`config.mk`:
```
export PLATFORM = sky130hd
export DESIGN_NAME = uart_tx_fifo
export DESIGN_NICKNAME = d
export VERILOG_FILES = /design/src/rtl/uart_tx_fifo.sv
export SDC_FILE = /design/constraint.sdc
export NUM_CORES = 1
export LEC_CHECK = 0
export CAP_MARGIN = 25
export CORE_AREA = 2 2 278 143
export CTS_CLUSTER_SIZE = 10
export DETAILED_ROUTE_END_ITERATION = 8
export DIE_AREA = 0 0 280 145
export GPL_ROUTABILITY_DRIVEN = 0
export GPL_TIMING_DRIVEN = 0
export PLACE_DENSITY = 0.42
export SYNTH_ARGS = -nofsm -noshare
export SYNTH_HDL_FRONTEND = slang
export SYNTH_SLANG_ARGS = --single-unit
```
`constraint.sdc`:
```
create_clock -name clk -period 5 [get_ports clk]
set_input_delay 1.25 -clock clk [delete_from_list [all_inputs] [get_ports clk]]
set_output_delay 1.25 -clock clk [all_outputs]
set_load 0.005 [all_outputs]
```
`src/rtl/uart_tx_fifo.sv`:
```
// Buffered UART transmitter: byte FIFO feeding an LSB-first frame engine.
// Parity support is compiled in only when UART_TX_PARITY_EN is defined.
module uart_tx_fifo #(
  parameter int FIFO_DEPTH = 16,
  parameter int CNT_W      = $clog2(FIFO_DEPTH) + 1
) (
  input  logic             clk,
  input  logic             nrst,
  input  logic [7:0]       data_in,
  input  logic             wr_en,
  input  logic [1:0]       parity,
  input  logic             stop_sel,
  input  logic [23:0]      baudcontrol,
  output logic             uart_tx,
  output logic             tx_done,
  output logic             busy,
  output logic             empty,
  output logic             full,
  output logic [CNT_W-1:0] count,
  output logic             overflow
);

  localparam int               PTR_W   = $clog2(FIFO_DEPTH);
  localparam logic [CNT_W-1:0] DEPTH_C = CNT_W'(FIFO_DEPTH);

  typedef enum logic [2:0] {
    S_IDLE,
    S_START,
    S_DATA,
    S_PARITY,
    S_STOP
  } state_e;

  // FIFO storage and bookkeeping
  logic [7:0]       mem_q [FIFO_DEPTH];
  logic [PTR_W-1:0] wr_ptr_q;
  logic [PTR_W-1:0] rd_ptr_q;
  logic [CNT_W-1:0] count_q;
  logic [CNT_W-1:0] count_d;
  logic             overflow_q;

  // Frame engine
  state_e           state_q;
  logic [23:0]      baud_q;
  logic [23:0]      baud_cnt_q;
  logic [7:0]       data_q;
  logic [2:0]       bit_idx_q;
  logic             stop2_q;
  logic             stop_second_q;
  logic             uart_tx_q;
  logic             tx_done_q;
`ifdef UART_TX_PARITY_EN
  logic             par_en_q;
  logic             par_bit_q;
`else
  logic             unused_parity;
  assign unused_parity = ^parity;
`endif

  logic       wr_accept;
  logic       bit_end;
  logic       frame_end;
  logic       pop;
  logic [7:0] head;

  assign empty     = (count_q == '0);
  assign full      = (count_q == DEPTH_C);
  assign wr_accept = wr_en && !full;
  assign head      = mem_q[rd_ptr_q];

  assign bit_end   = (baud_cnt_q == '0);
  assign frame_end = (state_q == S_STOP) && bit_end && (!stop2_q || stop_second_q);
  // A new frame starts from IDLE, or straight out of the last stop bit.
  assign pop       = !empty && ((state_q == S_IDLE) || frame_end);

  // NOTE: every signal written in always_comb gets a default first, so no latch is inferred.
  always_comb begin
    count_d = count_q;
    case ({wr_accept, pop})
      2'b10:   count_d = count_q + CNT_W'(1);
      2'b01:   count_d = count_q - CNT_W'(1);
      default: count_d = count_q;
    endcase
  end

  // NOTE: sequential state uses non-blocking assignments so all registers update together.
  always_ff @(posedge clk) begin
    if (!nrst) begin
      wr_ptr_q   <= '0;
      rd_ptr_q   <= '0;
      count_q    <= '0;
      overflow_q <= 1'b0;
    end else begin
      if (wr_accept) wr_ptr_q <= wr_ptr_q + PTR_W'(1);
      if (pop)       rd_ptr_q <= rd_ptr_q + PTR_W'(1);
      count_q    <= count_d;
      overflow_q <= wr_en && full;
    end
  end

  // NOTE: the storage array has no reset; resetting the pointers is what discards its contents.
  always_ff @(posedge clk) begin
    if (wr_accept) mem_q[wr_ptr_q] <= data_in;
  end

  always_ff @(posedge clk) begin
    if (!nrst) begin
      state_q       <= S_IDLE;
      baud_q        <= '0;
      baud_cnt_q    <= '0;
      data_q        <= '0;
      bit_idx_q     <= '0;
      stop2_q       <= 1'b0;
      stop_second_q <= 1'b0;
      uart_tx_q     <= 1'b1;
      tx_done_q     <= 1'b0;
`ifdef UART_TX_PARITY_EN
      par_en_q      <= 1'b0;
      par_bit_q     <= 1'b0;
`endif
    end else begin
      tx_done_q <= 1'b0;
      case (state_q)
        S_IDLE: begin
        end
        S_START: begin
          if (bit_end) begin
            state_q    <= S_DATA;
            baud_cnt_q <= baud_q;
            bit_idx_q  <= '0;
            uart_tx_q  <= data_q[0];
          end else begin
            baud_cnt_q <= baud_cnt_q - 24'd1;
          end
        end
        S_DATA: begin
          if (bit_end) begin
            baud_cnt_q <= baud_q;
            if (bit_idx_q == 3'd7) begin
`ifdef UART_TX_PARITY_EN
              if (par_en_q) begin
                state_q   <= S_PARITY;
                uart_tx_q <= par_bit_q;
              end else
`endif
              begin
                state_q       <= S_STOP;
                uart_tx_q     <= 1'b1;
                stop_second_q <= 1'b0;
              end
            end else begin
              // data_q shifts right so bit 0 is always the bit on the line.
              bit_idx_q <= bit_idx_q + 3'd1;
              data_q    <= {1'b0, data_q[7:1]};
              uart_tx_q <= data_q[1];
            end
          end else begin
            baud_cnt_q <= baud_cnt_q - 24'd1;
          end
        end
`ifdef UART_TX_PARITY_EN
        S_PARITY: begin
          if (bit_end) begin
            state_q       <= S_STOP;
            baud_cnt_q    <= baud_q;
            uart_tx_q     <= 1'b1;
            stop_second_q <= 1'b0;
          end else begin
            baud_cnt_q <= baud_cnt_q - 24'd1;
          end
        end
`endif
        S_STOP: begin
          if (bit_end) begin
            if (stop2_q && !stop_second_q) begin
              stop_second_q <= 1'b1;
              baud_cnt_q    <= baud_q;
            end else begin
              tx_done_q <= 1'b1;
              state_q   <= S_IDLE;
            end
          end else begin
            baud_cnt_q <= baud_cnt_q - 24'd1;
          end
        end
        default: state_q <= S_IDLE;
      endcase

      // Frame setup overrides the per-state updates above.
      if (pop) begin
        state_q    <= S_START;
        baud_q     <= baudcontrol;
        baud_cnt_q <= baudcontrol;
        data_q     <= head;
        stop2_q    <= stop_sel;
        uart_tx_q  <= 1'b0;
`ifdef UART_TX_PARITY_EN
        par_en_q   <= (parity == 2'b01) || (parity == 2'b10);
        par_bit_q  <= (^head) ^ (parity == 2'b01);
`endif
      end
    end
  end

  assign uart_tx  = uart_tx_q;
  assign tx_done  = tx_done_q;
  assign busy     = (state_q != S_IDLE);
  assign count    = count_q;
  assign overflow = overflow_q;

endmodule

```
Yosys cells after proc, flatten, opt, wreduce, memory -nomap -nowiden
Memory sizes are Yosys's and may differ from the RTL's. A register that Yosys moved wholly into a read port is not among the register bits. Index checks and enable logic that the tools add are counted.

Bits in registers: 80. Bits in writable memories: 128. Input port bits: 38. Output and inout bits: 11. Logic and storage cells: 114. Memories kept: 1.

Memories: mem_q (words 16, bits a word 8, read ports 1, clocked after memory_dff 1, wr ports 1, RTL line 35) `logic [7:0] mem_q [FIFO_DEPTH];`.

Equal/unequal tests: 22. Mux-type cells: 36. $add $sub $neg: 6. Bitwise gates (word level): 2. Reduce and logical (&&, ||, !) cells: 33.

Operator list (count): 2-to-1 mux 24 bit (4); one-hot mux 24 bit (2 select lines) (1); 2-to-1 mux 8 bit (4); zero test 24 bit (1); 2-to-1 mux 3 bit (8); subtractor 24 x 1 -> 24 bit (second input constant) (1); != test 2 bit (second input constant) (8); != test 3 bit (second input constant) (5); 2-to-1 mux 1 bit (12); one-hot mux 3 bit (4 select lines) (1); AND reduction 6 bit (2); one-hot mux 5 bit (2 select lines) (1); nonzero test 2 bit (5); AND reduction 3 bit (3); nonzero test 3 bit (3); adder 4 x 1 -> 4 bit (second input constant) (2); 2-to-1 mux 4 bit (2); == test 3 bit (second input constant) (2); logical AND 1 bit (6); one-hot mux 3 bit (2 select lines) (1); adder 5 x 1 -> 5 bit (second input constant) (1); == test 5 bit (second input constant) (1); zero test 5 bit (1); AND reduction 5 bit (1); other kinds (16) (23).

Longest topological paths before layout
Gate-level depths: netlist of run 1.

Depth after elaboration: 7. Gate-level depth with buffers: 19. Mapped depth without buffers: 15.

Worst setup path before layout of run 1
No wires, ideal clock.

Kind: reg2reg. Start: register count_q[1], in the netlist count[1]. End: register count_q[4], in the netlist count[4]. Setup slack: 1343 ps. Cell stages (with the launch flop): 18. Data arrival time: 3581 ps. Path buffers: 4. Setup time: 76 ps. Clock period less this slack: 3657 ps. Required time: 4924 ps. Cell sequence: dfxtp_1 -> clkbuf_1 -> or4_1 -> o21bai_2 -> o31a_1 -> buf_2 -> clkinv_2 -> buf_4 -> ha_1 -> clkbuf_1 -> xor2_1 -> ha_1 -> o21a_1 -> o22a_1 -> a21oi_1 -> xor2_1 -> or3_1 -> a21boi_0.

Word-level cells in the longest chain between the ends: 5. Elaborated cells between the ends (all ways): 12. Classes of those cells: 2 x add/sub; 3 x eq/ne; 1 x mux; 6 x reduce/logical.

Ends and longest elaborated chain: start: declaration (RTL line 38) `logic [CNT_W-1:0] count_q;`; start signal: assignment (RTL line 96) `count_q <= count_d;`; zero test 5 bit (*) (RTL line 66) `assign empty = (count_q == '0);`; zero test 1 bit (*) (RTL line 74) `assign pop = !empty && ((state_q == S_IDLE) || frame_end);`; logical AND 1 bit (*) (RTL line 74); via pop (RTL line 63) `logic pop;`; == test 2 x 1 -> 1 bit or == test 2 bit (tied branches) (RTL line 79) `case ({wr_accept, pop})`; one-hot mux 5 bit (2 select lines) or nonzero test 2 bit (tied branches).

Mark *: on every way through the listed nets, which the timed path passes. The rest lies on a longest branch. A chain may end at the register's enable or synchronous reset.

Final worst setup path of run 1
Start: register baud_cnt_q[0]. End: register count_q[4], in the netlist count[4].

Word-level cells in the longest chain between the ends: 7. Elaborated cells between the ends (all ways): 9. Classes of those cells: 2 x eq/ne; 1 x mux; 6 x reduce/logical.

Ends and longest elaborated chain: start: declaration (RTL line 45) `logic [23:0] baud_cnt_q;`; start signal: assignment (RTL line 129) `baud_cnt_q <= baud_q;`; start signal: assignment (RTL line 133) `baud_cnt_q <= baud_cnt_q - 24'd1;`; start signal: assignment (RTL line 138) `baud_cnt_q <= baud_q;`; zero test 24 bit (*) (RTL line 71) `assign bit_end = (baud_cnt_q == '0);`; logical AND 1 bit (*) (2 in a row) (RTL line 72) `assign frame_end = (state_q == S_STOP) && bit_end && (!stop2_q || stop_second_q);`; logical OR 1 bit (*) (RTL line 74); logical AND 1 bit (*) (RTL line 74); via pop (RTL line 63); == test 2 x 1 -> 1 bit or == test 2 bit (tied branches) (RTL line 79); one-hot mux 5 bit (2 select lines) or nonzero test 2 bit (tied branches).

Marked as above.

==> results of run 1 <==
-- per-layer routing --
layer,GRT usage,vias to the layer above
met5,0,-
met4,0.0214,0
met3,0.0337,30
met2,0.159,225
met1,0.259,3309
li1,-,3067
-- power by group --
group	switching [mW]	internal [mW]	leakage (nW)
combinational	1.62	1.00	1.53
clock	0.706	0.926	0.331
sequential	0.216	2.11	1.85
total	2.54	4.03	3.71
-- worst max-delay path, cell delays in order, from the launching register on --
cell and delay (ns):
dfxtp_1 0.37, inv_1 0.09, ha_1 0.21, nor3b_2 0.19
nand4_1 0.12, clkbuf_1 0.64, o31a_1 0.22, buf_2 0.24
clkinv_2 0.22, buf_4 0.25, ha_1 0.21, clkbuf_1 0.22
xor2_1 0.19, ha_1 0.23, o21a_1 0.18, o22a_1 0.20
a21oi_1 0.18, xor2_1 0.11, or3_1 0.32, a21boi_0 0.16
-- cell families after synthesis --
family | count (synthesis)
mux | 43
fa+ha+maj | 13
buf+inv | 63
simple gates | 236
compound gates | 175
flops | 212
xor+xnor | 25
-- cell usage after synthesis, types with 4 or more instances --
| library cell | number | area share |
|---|---|---|
| nor4_1 | 9 | 0.0060 |
| nor3_1 | 19 | 0.010 |
| o31ai_1 | 6 | 0.0048 |
| buf_4 | 4 | 0.0032 |
| ha_1 | 13 | 0.017 |
| a211oi_1 | 12 | 0.0096 |
| mux4_2 | 35 | 0.084 |
| xor2_1 | 10 | 0.0093 |
| nand2b_1 | 15 | 0.010 |
| edfxtp_1 | 128 | 0.41 |
| a21boi_0 | 28 | 0.022 |
| mux2i_1 | 8 | 0.0085 |
| o211ai_1 | 7 | 0.0056 |
| o21ai_0 | 33 | 0.018 |
| nand2_1 | 84 | 0.033 |
| nand4_1 | 8 | 0.0053 |
| or3_1 | 7 | 0.0046 |
| inv_1 | 7 | 0.0028 |
| buf_2 | 15 | 0.0080 |
| nand3_1 | 10 | 0.0053 |
| dfxtp_1 | 84 | 0.18 |
| a21boi_1 | 6 | 0.0048 |
| a21oi_1 | 35 | 0.019 |
| clkbuf_1 | 32 | 0.013 |
| nor2_1 | 39 | 0.016 |
| xnor2_1 | 15 | 0.014 |
| nor2b_1 | 12 | 0.0080 |
| o221ai_1 | 8 | 0.0074 |
| a31oi_1 | 10 | 0.0066 |
| or4_1 | 4 | 0.0032 |
| and2_1 | 10 | 0.0066 |
-- flip-flops by register name, indices dropped and copies added (netlist names), named ones only --
name           flops
state_q            3
data_q             8
rd_ptr_q           4
mem_q            128
uart_tx            1
baud_cnt_q        24
bit_idx_q          3
count              5
stop2_q            1
baud_q            24
tx_done            1
stop_second_q      1
overflow           1
wr_ptr_q           4
-- area by class of cell --
class | count | area [µm²]
timing repair buffer | 60 | 601
tap | 503 | 629
sequential | 212 | 5530
multi-input combinational | 492 | 3650
fill | 3910 | 26800
clock buffer | 41 | 686
buffer | 55 | 248
inverter | 8 | 31.3
clock inverter | 1 | 8.76
-- metrics by stage --
step,hold slack (ns),total power [mW]
2_1_floorplan,0.426,3.99
3_3_place_gp,0.440,4.92
3_5_place_dp,0.448,4.94
4_1_cts,0.457,6.61
5_1_grt,0.484,7.00
6_report,0.457,6.57
-- repair_timing --
action	in CTS	in global routing
hold endpoints to repair	0	0
gates resized for setup	0	2
setup endpoints to repair	0	1
-- worst paths after layout --
| path | startpoint | end | slack [ns] | cells past startpoint |
|---|---|---|---|---|
| max | baud_cnt_q[0] | count[4] | 0.37 | 19 |
| min | baud_q[12] | baud_q[12] | 0.46 | 2 |
| max reg2reg | baud_cnt_q[0] | count[4] | 0.37 | 19 |
| min reg2reg | baud_q[12] | baud_q[12] | 0.46 | 2 |
==> flow_summary.yaml, run 1 <==
outcome:
  status: "completed"
synthesis:
  synthMuxAreaShare: 0.0921
  ys_seq_elements: 212
  synth_warnings: 0
  syn_area_um2: 9430
  synthXorXnorAreaFrac: 0.0232
  seq_area_frac_synth: 0.586
  yosys_most_used_dff: "edfxtp_1"
  yosys.area_share.simple: 0.127
  avgSynthCellArea_um2: 12.3
  synth.distinct_cells: 66
  synth_top_family_by_area: "simple AND/OR/NAND/NOR gates"
  async_reset_ff_frac: 0
  synth_compound_area_frac: 0.125
  synthCells: 767
  synthAdderAreaFrac: 0.0173
  synth_edf_count: 128
  synthesis.nets: 818
clock_network:
  cts_tree: "done"
  cts_max_level: 1
  ctsRootBufferMaster: "clkbuf_16"
  cts_inserted_buffers: 25
  clk_latency_ns: 0.52
  postCtsHoldBufs: 0
  clkTransAtPathRegs_ns: 0.06
  cts_setup_buffers: 0
  cts_buffer_depth: 3
  cts_sinks: 212
final_layout:
  postLayoutCellArea_um2: 11400
  n_antenna_cell: 0
  layout.cells.most_common: "edfxtp_1"
  fin_cells: 1372
  area_growth_pct: 20.7
  mostFrequentLayoutCells: "128 x edfxtp_1, 84 x nand2_1, 84 x dfxtp_1, 48 x clkbuf_1, 45 x clkdlybuf4s50_1"
  utilization: 0.298
  fin_nets: 905
  drive_gt1_frac: 0.133
pwr:
  ir_worst_vdd_uv: 228
  power.density_nw_per_um2: 578
  leakage_nw: 3.71
grt:
  grt_max_degree: 17
  track_usage: 0.144
  antenna_found_initial: 0
  grt_pass1_vias: 6224
  overflow: 0
  grt_pass1_wl_mm: 43.3
die:
  core_um2: 38200
  die_x_um: 280
  initial_core_util: 0.247
  ios: 49
  placementRows: 51
  dieArea_um2: 40600
  die_y_um: 145
critical_path:
  end_kind: "flip-flop"
  path_class: "reg2reg"
  path_max_fanout: 11
  arrival_ns: 5.08
  start_kind: "flip-flop"
  cp.required_ns: 5.45
drt:
  wirelength_met1_mm: 16.8
  routed-via-count: 6631
  dr.pass1.iters: 5
  drc: 0
  drt_iter0_drc: 631
  via_per_inst: 4.83
  ant_nets: 0
  route.met3.wl_mm: 2.28
  top_layer: "met4"
  wl_per_cell_um: 21.4
  wirelength_mm: 29.4
  routed-wl-met2_mm: 9.95
place:
  dp_cells: 1327
  io_buffer_count: 45
  place_ws_ns: 0.386
  dp_hpwl_mm: 21.3
  placed_cell_area_um2: 10700
sta:
  grt_setup_unrepaired: "false"
  slew_headroom: 0.349
  tns_ns: 0
  min_period_over_period: 0.926
  hold_violations: 0
  setup_viol: 0
  worst_slew_pin_slew_ns: 0.973
  final_max_slew_viol_count: 0
  fmax_mhz: 216
  fin_worst_skew_ns: 0.0183
  fin_crit_ns: 4.63
  fin_ws_ns: 0.368
hold_path:
  worstHoldPathType: "reg2reg"
run:
  maxCapViolations: 0
Note: power is estimated with default switching activity, not from simulation.
==> run 2: changes to the inputs <==
Settings changed: GPL_ROUTABILITY_DRIVEN 0 to default.
==> results of run 2 <==
The final DEF is identical to that of run 1; final timing and power are the same.
==> run 3: changes to the inputs <==
Settings changed: RECOVER_POWER from default to 50.
==> run 3 against run 2 <==
Net effect: final area down 0.32%; combinational power about the same; sequential cell count unchanged; clock power about the same; global-route usage unchanged; sequential share of layout area up 0.16 points; maximum frequency up 0.22%; sequential power about the same; register-to-register slack about the same; via count down 0.24%; total power about the same; critical endpoint unchanged; worst setup slack better by 0.010 ns.
==> flow_summary.yaml, run 3 (same netlist as run 1, synthesis figures left out) <==
final_layout:
  layout.cells.most_common: "edfxtp_1"
  fin_nets: 905
  area_growth_pct: 20.4
  top_regs: "mem_q (128), baud_cnt_q (24), baud_q (24)"
  drive_gt1_frac: 0.125
  mostFrequentLayoutCells: "128 x edfxtp_1, 84 x nand2_1, 84 x dfxtp_1, 51 x clkbuf_1, 39 x nor2_1"
  multi_input_area_um2: 3630
  fin_cells: 1373
  largest_reg_flops: 128
  seq_area_um2: 5530
  postLayoutCellArea_um2: 11300
  largest_register: "mem_q"
  nFillCells: 3915
sta:
  grt_setup_unrepaired: "false"
  final_max_slew_viol_count: 0
  fmax_mhz: 216
  hold_violations: 0
  worst_slew_pin_slew_ns: 0.976
  fin_worst_skew_ns: 0.0189
  tns_ns: 0
  slew_headroom: 0.347
  worst_hold_slack_ns: 0.457
  fin_crit_ns: 4.62
  min_period_over_period: 0.924
  setup_viol: 0
clock_network:
  cts_inserted_buffers: 25
  cts_max_level: 1
  postCtsHoldBufs: 0
  cts_buffer_depth: 3
  cts_tree: "done"
  clk_latency_ns: 0.52
  cts_sinks: 212
  ctsRootBufferMaster: "clkbuf_16"
  clkTransAtPathRegs_ns: 0.06
grt:
  overflow: 0
  track_usage: 0.144
  grt_max_degree: 17
  grt_pass1_wl_mm: 43.3
  grt_pass1_vias: 6224
  antenna_found_initial: 0
place:
  placed_cell_area_um2: 10700
  io_buffer_count: 45
  place_congestion: 0.863
  dp_cells: 1327
  dp_hpwl_mm: 21.3
critical_path:
  end_kind: "flip-flop"
  start_kind: "flip-flop"
  path_class: "reg2reg"
  path_max_fanout: 11
  arrival_ns: 5.07
  cp.required_ns: 5.45
pwr:
  power_mw: 6.57
  leakage_nw: 3.69
  ir_worst_vdd_uv: 228
  power.density_nw_per_um2: 579
die:
  die_y_um: 145
  core_um2: 38200
  placementRows: 51
  dieArea_um2: 40600
  initial_core_util: 0.247
  die_x_um: 280
  ios: 49
drt:
  dr.pass1.iters: 5
  drc: 0
  routed-via-count: 6615
  ant_nets: 0
  wl_per_cell_um: 21.5
  drt_iter0_drc: 671
  via_per_inst: 4.82
  wirelength_mm: 29.5
hold_path:
  worstHoldPathType: "reg2reg"
run:
  maxCapViolations: 0
outcome:
  status: "completed"
## run 3: worst paths after layout
path                  from  cells after the start  slack, ns         end
max          baud_cnt_q[0]                     19       0.38    count[4]
min             baud_q[12]                      2       0.46  baud_q[12]
max reg2reg  baud_cnt_q[0]                     19       0.38    count[4]
min reg2reg     baud_q[12]                      2       0.46  baud_q[12]
## run 3: routing by layer
| layer | vias up | share of wire | track usage |
|---|---|---|---|
| met1 | 3307 | 0.57 | 0.259 |
| met2 | 214 | 0.34 | 0.159 |
| li1 | 3064 | - | - |
| met5 | - | 0 | 0 |
| met4 | 0 | 0.012 | 0.0214 |
| met3 | 30 | 0.076 | 0.0337 |
## run 3: final cells by class
class / instances / share of cell area
Sequential cell: 212 / 0.487
Inverter: 8 / 0.00276
Tap cell: 503 / 0.0555
Clock buffer: 41 / 0.0604
Clock inverter: 1 / 0.000772
Timing Repair Buffer: 60 / 0.0513
Buffer: 55 / 0.0218
Multi-Input combinational cell: 492 / 0.320
Antenna cell: 1 / 0.000221
## run 3: timing repair
| item | in CTS | in global routing |
|---|---|---|
| setup endpoints to repair | 0 | 1 |
| setup buffers | 0 | 0 |
| endpoints found under the hold margin | 0 | 0 |
| resized for setup | 0 | 2 |
## run 3: power by group
group          internal, mW  total, mW  switching, mW  leakage, nW
logic                 0.988       2.62           1.63         1.51
registers              2.11       2.32          0.217         1.85
clock network         0.926       1.63          0.705        0.331
total                  4.02       6.57           2.55         3.69
## run 3: metrics by stage
step                 util  worst slack [ns]
floorplan               -              1.34
global placement    0.275             0.292
detailed placement  0.279             0.386
CTS                 0.297             0.311
global route        0.297            0.0452
finish              0.297             0.378
## run 3: worst max-delay path: stages, from the launching register on
cell and delay, ns:
dfxtp_1 0.37, inv_1 0.09, ha_1 0.21, nor3b_2 0.19
nand4_1 0.12, clkbuf_1 0.64, o31a_1 0.22, buf_2 0.24
clkinv_2 0.22, buf_4 0.25, ha_1 0.21, clkbuf_1 0.22
xor2_1 0.20, ha_1 0.23, o21a_1 0.18, o22a_1 0.20
a21oi_1 0.18, xor2_1 0.11, or3_1 0.32, a21boi_0 0.16
